==> src/rtl/ls_usb_tx.sv <==
`default_nettype none
// ============================================================================
// Module      : ls_usb_tx
// Description : Low-speed USB packet transmitter. Pulls bytes from the packet
//               source, serializes LSB first, bit-stuffs, NRZI-encodes onto
//               D+/D- and closes every packet with SE0-SE0-J.
//               Optional macro LS_USB_TX_CRC16_EN appends CRC16 to DATA0/1.
// Revision    : 1.0 - initial release
// ============================================================================
module ls_usb_tx #(
    parameter int CLK_DIV = 8
) (
    input  logic       clk,
    input  logic       rst,
    input  logic       start_pkt,
    input  logic [7:0] sbyte,
    input  logic       last_pkt_byte,
    output logic       show_next,
    output logic       dp,
    output logic       dm,
    output logic       oe,
    output logic       busy
);

    localparam int c_CNT_W = (CLK_DIV > 2) ? $clog2(CLK_DIV) : 1;
    localparam logic [c_CNT_W-1:0] c_CNT_MAX = c_CNT_W'(CLK_DIV - 1);

    typedef enum logic [1:0] {
        S_IDLE = 2'd0,
        S_DATA = 2'd1,
        S_EOP0 = 2'd2,
        S_EOP1 = 2'd3
    } state_t;

    state_t             r_state;
    state_t             w_state_nxt;
    logic [c_CNT_W-1:0] r_cnt;
    logic               r_eop_bit;
    logic [7:0]         r_shift;
    logic               r_last;
    logic [2:0]         r_bitidx;
    logic [2:0]         r_ones;
    logic               r_level_k;
    logic               r_done;
    logic               r_sn_pend;
    logic               r_show_next;
    logic               r_dp;
    logic               r_dm;
    logic               r_oe;
    logic               r_busy;

    logic               w_accept;
    logic               w_boundary;
    logic               w_stuff;
    logic               w_bit;
    logic               w_level_k;
    logic [2:0]         w_ones_nxt;
    logic               w_byte_end;
    logic               w_final_byte;
    logic               w_pkt_end;

    // A new packet is only taken when fully idle, including the busy tail
    assign w_accept   = start_pkt && (r_state == S_IDLE) && !r_busy;
    assign w_boundary = (r_cnt == c_CNT_MAX);
    // Six ones in a row force a stuffed zero into the current slot
    assign w_stuff    = (r_ones == 3'd6);
    assign w_bit      = w_stuff ? 1'b0 : r_shift[0];
    // NRZI: a zero toggles the line, a one holds it
    assign w_level_k  = w_bit ? r_level_k : ~r_level_k;
    assign w_ones_nxt = w_bit ? (r_ones + 3'd1) : 3'd0;
    assign w_byte_end = !w_stuff && (r_bitidx == 3'd7);
    // The slot ends the packet unless a trailing stuff bit is still owed
    assign w_pkt_end  = r_done || (w_byte_end && w_final_byte && (w_ones_nxt != 3'd6));

`ifdef LS_USB_TX_CRC16_EN
    logic [1:0]  r_byte_num;
    logic        r_is_data;
    logic        r_crc_phase;
    logic [15:0] r_crc;
    logic [7:0]  r_crc_hi;
    logic [15:0] w_crc_upd;
    logic [15:0] w_crc_fin;

    // Reflected CRC16 (0x8005), only over payload bytes 2..last
    assign w_crc_upd = ((r_byte_num == 2'd2) && !r_crc_phase)
                     ? ({1'b0, r_crc[15:1]} ^ ((r_crc[0] ^ w_bit) ? 16'hA001 : 16'h0000))
                     : r_crc;
    assign w_crc_fin = ~w_crc_upd;
    // For data packets the source's last byte is followed by two CRC bytes
    assign w_final_byte = r_last && !(r_is_data && !r_crc_phase);
`else
    assign w_final_byte = r_last;
`endif

    // State register
    always_ff @(posedge clk) begin
        if (rst) begin
            r_state <= S_IDLE;
        end else begin
            r_state <= w_state_nxt;
        end
    end

    // Next-state logic, transitions happen only on bit boundaries
    always_comb begin
        w_state_nxt = r_state;
        case (r_state)
            S_IDLE:  if (w_accept)                w_state_nxt = S_DATA;
            S_DATA:  if (w_boundary && w_pkt_end) w_state_nxt = S_EOP0;
            S_EOP0:  if (w_boundary && r_eop_bit) w_state_nxt = S_EOP1;
            S_EOP1:  if (w_boundary)              w_state_nxt = S_IDLE;
            default:                              w_state_nxt = S_IDLE;
        endcase
    end

    // Bit timer, shifter, stuffing counter, NRZI level and byte loading
    always_ff @(posedge clk) begin
        if (rst) begin
            r_cnt     <= '0;
            r_eop_bit <= 1'b0;
            r_shift   <= 8'h00;
            r_last    <= 1'b0;
            r_bitidx  <= 3'd0;
            r_ones    <= 3'd0;
            r_level_k <= 1'b0;
            r_done    <= 1'b0;
            r_sn_pend <= 1'b0;
`ifdef LS_USB_TX_CRC16_EN
            r_byte_num  <= 2'd0;
            r_is_data   <= 1'b0;
            r_crc_phase <= 1'b0;
            r_crc       <= 16'hFFFF;
            r_crc_hi    <= 8'h00;
`endif
        end else begin
            r_sn_pend <= 1'b0;
            if (w_accept) begin
                r_cnt     <= '0;
                r_eop_bit <= 1'b0;
                r_shift   <= sbyte;
                r_last    <= last_pkt_byte;
                r_bitidx  <= 3'd0;
                r_ones    <= 3'd0;
                r_level_k <= 1'b0;
                r_done    <= 1'b0;
                r_sn_pend <= ~last_pkt_byte;
`ifdef LS_USB_TX_CRC16_EN
                r_byte_num  <= 2'd0;
                r_is_data   <= 1'b0;
                r_crc_phase <= 1'b0;
                r_crc       <= 16'hFFFF;
                r_crc_hi    <= 8'h00;
`endif
            end else if (r_state != S_IDLE) begin
                r_cnt <= w_boundary ? '0 : (r_cnt + c_CNT_W'(1));
                if ((r_state == S_EOP0) && w_boundary) begin
                    r_eop_bit <= 1'b1;
                end
                if ((r_state == S_DATA) && w_boundary) begin
                    r_level_k <= w_level_k;
                    r_ones    <= w_ones_nxt;
                    if (!w_stuff) begin
                        r_shift  <= {1'b0, r_shift[7:1]};
                        r_bitidx <= r_bitidx + 3'd1;
`ifdef LS_USB_TX_CRC16_EN
                        r_crc    <= w_crc_upd;
`endif
                        if (r_bitidx == 3'd7) begin
                            if (w_final_byte) begin
                                r_done <= (w_ones_nxt == 3'd6);
`ifdef LS_USB_TX_CRC16_EN
                            end else if (r_crc_phase) begin
                                r_shift <= r_crc_hi;
                                r_last  <= 1'b1;
                            end else if (r_last) begin
                                r_shift     <= w_crc_fin[7:0];
                                r_crc_hi    <= w_crc_fin[15:8];
                                r_crc_phase <= 1'b1;
                                r_last      <= 1'b0;
`endif
                            end else begin
                                r_shift   <= sbyte;
                                r_last    <= last_pkt_byte;
                                r_sn_pend <= ~last_pkt_byte;
`ifdef LS_USB_TX_CRC16_EN
                                if (r_byte_num == 2'd0) begin
                                    r_is_data <= (sbyte[2:0] == 3'b011);
                                end
                                if (r_byte_num != 2'd2) begin
                                    r_byte_num <= r_byte_num + 2'd1;
                                end
`endif
                            end
                        end
                    end
                end
            end
        end
    end

    // Line outputs, registered one cycle behind the internal state
    always_ff @(posedge clk) begin
        if (rst) begin
            r_dp        <= 1'b0;
            r_dm        <= 1'b1;
            r_oe        <= 1'b0;
            r_busy      <= 1'b0;
            r_show_next <= 1'b0;
        end else begin
            r_show_next <= r_sn_pend;
            r_oe        <= (r_state != S_IDLE);
            r_busy      <= (r_state != S_IDLE);
            case (r_state)
                S_DATA: begin
                    r_dp <= w_level_k;
                    r_dm <= ~w_level_k;
                end
                S_EOP0: begin
                    r_dp <= 1'b0;
                    r_dm <= 1'b0;
                end
                default: begin
                    r_dp <= 1'b0;
                    r_dm <= 1'b1;
                end
            endcase
        end
    end

    assign show_next = r_show_next;
    assign dp        = r_dp;
    assign dm        = r_dm;
    assign oe        = r_oe;
    assign busy      = r_busy;

endmodule
`default_nettype wire
==> config.mk <==
export PLATFORM = sky130hd
export DESIGN_NAME = ls_usb_tx
export DESIGN_NICKNAME = d
export VERILOG_FILES = /design/src/rtl/ls_usb_tx.sv
export SDC_FILE = /design/constraint.sdc
export NUM_CORES = 1
export LEC_CHECK = 0
export BUFFER_PORTS_ARGS = -buffer_cell sky130_fd_sc_hd__buf_2
export CAP_MARGIN = 20
export CORE_MARGIN = 1.5
export CORE_UTILIZATION = 34
export DETAILED_ROUTE_END_ITERATION = 6
export GPL_TIMING_DRIVEN = 0
export HOLD_SLACK_MARGIN = 0.1
export MAX_ROUTING_LAYER = met4
export SYNTH_ARGS = -nofsm -noshare
export SYNTH_HDL_FRONTEND = slang
export SYNTH_SLANG_ARGS = --single-unit
==> constraint.sdc <==
create_clock -name clk -period 1.9 [get_ports clk]
set_input_delay 0.19 -clock clk [delete_from_list [all_inputs] [get_ports clk]]
set_output_delay 0.19 -clock clk [all_outputs]
set_load 0.02 [all_outputs]
==> After elaboration in Yosys (flattened, before gate mapping) <==
Index checks and enable logic that the tools add are counted.
{ "totals": {"regBits": 28, "output_inout_bits": 5, "in_bits": 12} }
{ "classes": {"n_bitwise": 5, "add_sub_neg": 3, "eq_ne": 13, "reduce_logical": 26, "mux": 28} }
{ "op_table": {"columns": ["operator", "count"], "rows": [
  ["8-bit two-way mux", 6],
  ["1-bit two-way mux", 14],
  ["3-bit equality test (second input constant)", 4],
  ["2-bit inequality test (second input constant)", 5],
  ["3-bit by 1-bit adder with 3-bit output (second input constant)", 3],
  ["1-bit logical AND", 9],
  ["2-bit two-way mux", 4],
  ["2-bit case mux with 4 select lines", 1],
  ["4-bit AND reduction", 2],
  ["2-bit nonzero test", 4],
  ["3-bit two-way mux", 2],
  ["3-bit AND reduction", 2],
  ["1-bit NOT", 5],
  ["5-bit AND reduction", 1],
  ["2-bit equality test (second input constant)", 2],
  ["2-bit AND reduction", 2],
  ["2-bit OR reduction", 2],
  ["3-bit inequality test (second input constant)", 1],
  ["2-bit by 1-bit equality test with 1-bit output (second input constant)", 1],
  ["1-bit logical NOT", 2],
  ["2-bit logical NOT", 1],
  ["1-bit case mux with 2 select lines", 1],
  ["1-bit logical OR", 1]
]} }

==> Logic depth before layout (Yosys ltp) <==
{ "depth": {"ltp_word": 9, "depth_mapped": 8, "ltp_nobuf": 6} }

==> Least setup slack after synthesis <==
No wires, ideal clock.
{ "synth_timing": {"path_kind": "register to register", "from": "reg r_state[0]", "to": "reg r_shift[4]", "period_less_slack_ns": 1.589, "path_buffers": 2, "arrival_ns": 1.509, "setup_time_ns": 0.079, "slack_ns": 0.311, "path_stages_with_launch": 9, "cell_sequence": "dfxtp_1 -> inv_1 -> ha_1 -> buf_6 -> nand3b_4 -> o21ai_4 -> buf_6 -> nor2_2 -> a211oi_2"} }
{ "synth_via": {"elab_chain_len": 5} }
{ "synth_rtl": {"columns": ["element", "line_no", "source"], "rows": [
  ["start, declared", "35", "state_t r_state;"],
  ["start signal, assigned", "100", "r_state <= w_state_nxt;"],
  ["2-bit logical NOT", "63", "assign w_accept = start_pkt && (r_state == S_IDLE) && !r_busy;"],
  ["1-bit logical AND (2 in series)", "63", null],
  ["2-bit inequality test (no source line) / 2-bit nonzero test (equally long branches)", null, null],
  ["3-bit AND reduction (no source line)", null, null],
  ["end signal, assigned", "140", "r_shift <= sbyte;"],
  ["end signal, assigned", "163", "r_shift <= {1'b0, r_shift[7:1]};"],
  ["end signal, assigned", "182", "r_shift <= sbyte;"],
  ["end, declared", "39", "logic [7:0] r_shift;"]
]} }
Several ways; a longest one is shown, not always the timed one.
A chain may end at the register's enable or synchronous reset.

==> Worst setup path after layout <==
{ "layout_timing": {"from": "reg r_state[0]", "to": "reg r_shift[7]"} }
Same word-level chain as after synthesis.

==> metrics.txt <==
PnR Total Power=1.88 mW; largest family of logic cells by synthesized area=simple AND/OR/NAND/NOR gates; Final Net Count=189; post-synthesis mux area share=8.53%; post-synthesis xor/xnor area fraction=1.87%; Synth Area in Adders=8.89%; largest net degree at the start of global routing=16; Most used DFF post-synth=dfxtp_1; Clk pwr share=19.5%; crit share post-route=94.6%; logic gate share of total power=40.1%; Place WS=0.101 ns; Slowest-stage cell, CP=dfxtp_1; register area=561 um2; Worst-path clk slew=0.10 ns; via count=1,078; top-level port count=17; Avg Cell Area, Syn=9.58 um2; critical path arrival=2.00 ns; Mapped Nets=169; # port buffers=15; Distinct cells, synth=39; vias in the first global route=1,062; clock latency on the worst-skew pair=0.27 ns; Yosys Warn Count=0; critical path class=flop to flop; GR Overflow Total=0; ANT nets after route=0; dpl hpwl=2080 um; Clock Tree Root=clkbuf_8; Clock Sink Count=28; top post-synthesis cells by area=dfxtp_1, ha_1, mux2i_1, nor2_1, a211oi_1; gp weighted congestion=0.759; worst path cell trace=inv_1 -> ha_1 -> buf_6 -> nand3b_4 -> o21ai_4 -> buf_6 -> nand3_2 -> a21oi_1; status=completed; number of post-CTS setup repair buffers=0; die area=4530 um2; Finished Layout Cells=216; area of the core=4000 um2; largest area contributor in the netlist=dfxtp_1; Hold Fails Final Rpt=0; Worst Max-Slew Pin Slew=0.509 ns; Int Pwr=1.21 mW; drt wl/cell=12.6 um; die height=67.3 um; sequential fraction of the synthesis area=39.8%; fmax=557 MHz; Cell Area, Synth=1410 um2; max_cap viols=0; Synth Area in Simple Gates=21.2%; share of the synthesized area in the top cell type=39.8%; Sequential Power Share=40.4%; switching power=0.667 mW; number of antenna violations at the first check in global routing=0; crit-path max FO=10; CTS tree=done; Routed WL=2710 um; Max Slew Vio Count=0; RSZ-0062 raised after global routing=false; CTS max path bufs=2; register bit count reported by yosys=28; Post-synth ARST share=0%; final setup margin=0.103 ns; fillers=384; Rows=23; skew final=0.00481 ns; CP Capture Type=flop; crit-path most repeated cell=buf_6; Multi-input gate area=774 um2; first-pass GRT wire length=4600 um; DRT iter0 DRCs=20; Peak VDD IR=0.573 mV; pwr/cell area=1170 nW/um2; P_leak=0.693 nW; Slew HR=66.1%; P&R area growth vs syn=13.7%; Synth top cells by count=dfxtp_1, nor2_1, mux2i_1, ha_1, a21oi_1; TritonRoute pass-1 iters=4; crit start category=flop; CP Data Required Time=2.10 ns; H-tree lvl count=1; EDFF count, synth=0; Horiz. Die Dim=67.3 um; final setup vio count=0; Vias/cell=4.99; final core utilization=40.0%; switching part of the total power=35.5%; final worst path period need=1.80 ns; cell total after placement=212; # diodes=0; Total GRT Usage=13.2%; initial core utilization=35.2%; top-count cell post-synth=dfxtp_1; residual DRC count=0; hold crit path type=input pin to flop; cts bufs inserted=3; compound-cell area share of the yosys netlist=14.5%; Sum Neg Setup Slack=0 ns; Syn Inst Count=147; layout cells sized above 1=19.3%; crit-path max cell delay=0.39 ns
==> layer usage <==
layer,share of wire [%],GRT usage [%],up-vias
met5,0,-,-
met2,50,23.5,16
li1,-,-,547
met4,0.22,2.30,0
met3,2.1,1.50,2
met1,47,16.3,513
==> layout by cell type (no fill, tap or decap), types with 2 or more instances in the layout <==
| cell | synthesis | routed |
|---|---|---|
| o21ai_4 | 2 | 2 |
| a21oi_1 | 8 | 8 |
| buf_2 | 1 | 16 |
| nand2b_1 | 5 | 5 |
| nand3_1 | 5 | 5 |
| xor2_1 | 2 | 2 |
| buf_6 | 2 | 2 |
| and2_1 | 2 | 2 |
| clkbuf_1 | 3 | 3 |
| nor3_1 | 3 | 3 |
| dfxtp_1 | 28 | 28 |
| nand2_1 | 7 | 7 |
| clkbuf_8 | 0 | 4 |
| a211oi_1 | 6 | 6 |
| nor2b_1 | 3 | 3 |
| inv_1 | 7 | 7 |
| a31oi_1 | 2 | 2 |
| mux2i_1 | 12 | 12 |
| ha_1 | 10 | 10 |
| nand3b_4 | 2 | 2 |
| nor2_1 | 18 | 18 |
==> logic make-up after synthesis <==
logic type | Yosys count
muxes | 12
buffers and inverters | 14
adders and majority gates | 10
xor gates and xnor gates | 3
DFF | 28
AOI/OAI and AO/OA | 27
and+or+nand+nor | 53
==> flip-flops by register name (all words and copies together), names as in the netlist, 2 cells and up <==
register  count
r_shift       8
r_ones        3
r_bitidx      3
r_cnt         3
r_state       2
==> critical path, delay by kind of cell (launching register included) <==
kind	cells	cell delay, ns
compound gates	2	0.42
buf+inv	3	0.42
flops	1	0.39
simple gates	2	0.29
fa+ha+maj	1	0.21
==> power by group through the flow <==
stage | logic [mW] | registers, mW | clock network, mW
after global placement | 0.726 | 0.765 | 0
after floorplan | 0.585 | 0.781 | 0
after detailed placement | 0.761 | 0.774 | 0
final | 0.754 | 0.759 | 0.366
after global routing | 0.849 | 0.772 | 0.398
after CTS | 0.764 | 0.760 | 0.379
==> through the flow <==
stage | hold slack [ns] | area [um2]
5_1_grt | 0.179 | 1600
4_1_cts | 0.174 | 1600
6_report | 0.174 | 1600
3_3_place_gp | 0.417 | 1550
2_1_floorplan | 0.325 | 1410
3_5_place_dp | 0.427 | 1550
==> what timing repair did <==
item,CTS,global route
hold buffers,0,0
endpoints found under the setup margin,0,2
gates resized for setup,0,0
==> cell type report <==
class,count,share of cell area [%]
well taps,50,3.91
repair buffers,15,4.69
clock buffers,4,3.44
inverters,7,1.64
multi-input cells,105,48.4
flip-flops and latches,28,35.0
plain buffers,7,2.89
==> worst paths after layout <==
| path | start | endpoint | slack, ns | cells past startpoint |
|---|---|---|---|---|
| worst max-delay path | r_state[0]$_SDFFE_PP0P_ | r_shift[7]$_SDFFE_PP0P_ | 0.10 | 8 |
| worst max register to register | r_state[0]$_SDFFE_PP0P_ | r_shift[7]$_SDFFE_PP0P_ | 0.10 | 8 |
| worst min register to register | r_sn_pend$_SDFF_PP0_ | show_next$_SDFF_PP0_ | 0.45 | 1 |
| worst min-delay path | sbyte[7] | r_shift[7]$_SDFFE_PP0P_ | 0.17 | 3 |
No activity file was read; power rests on OpenSTA's default activity.
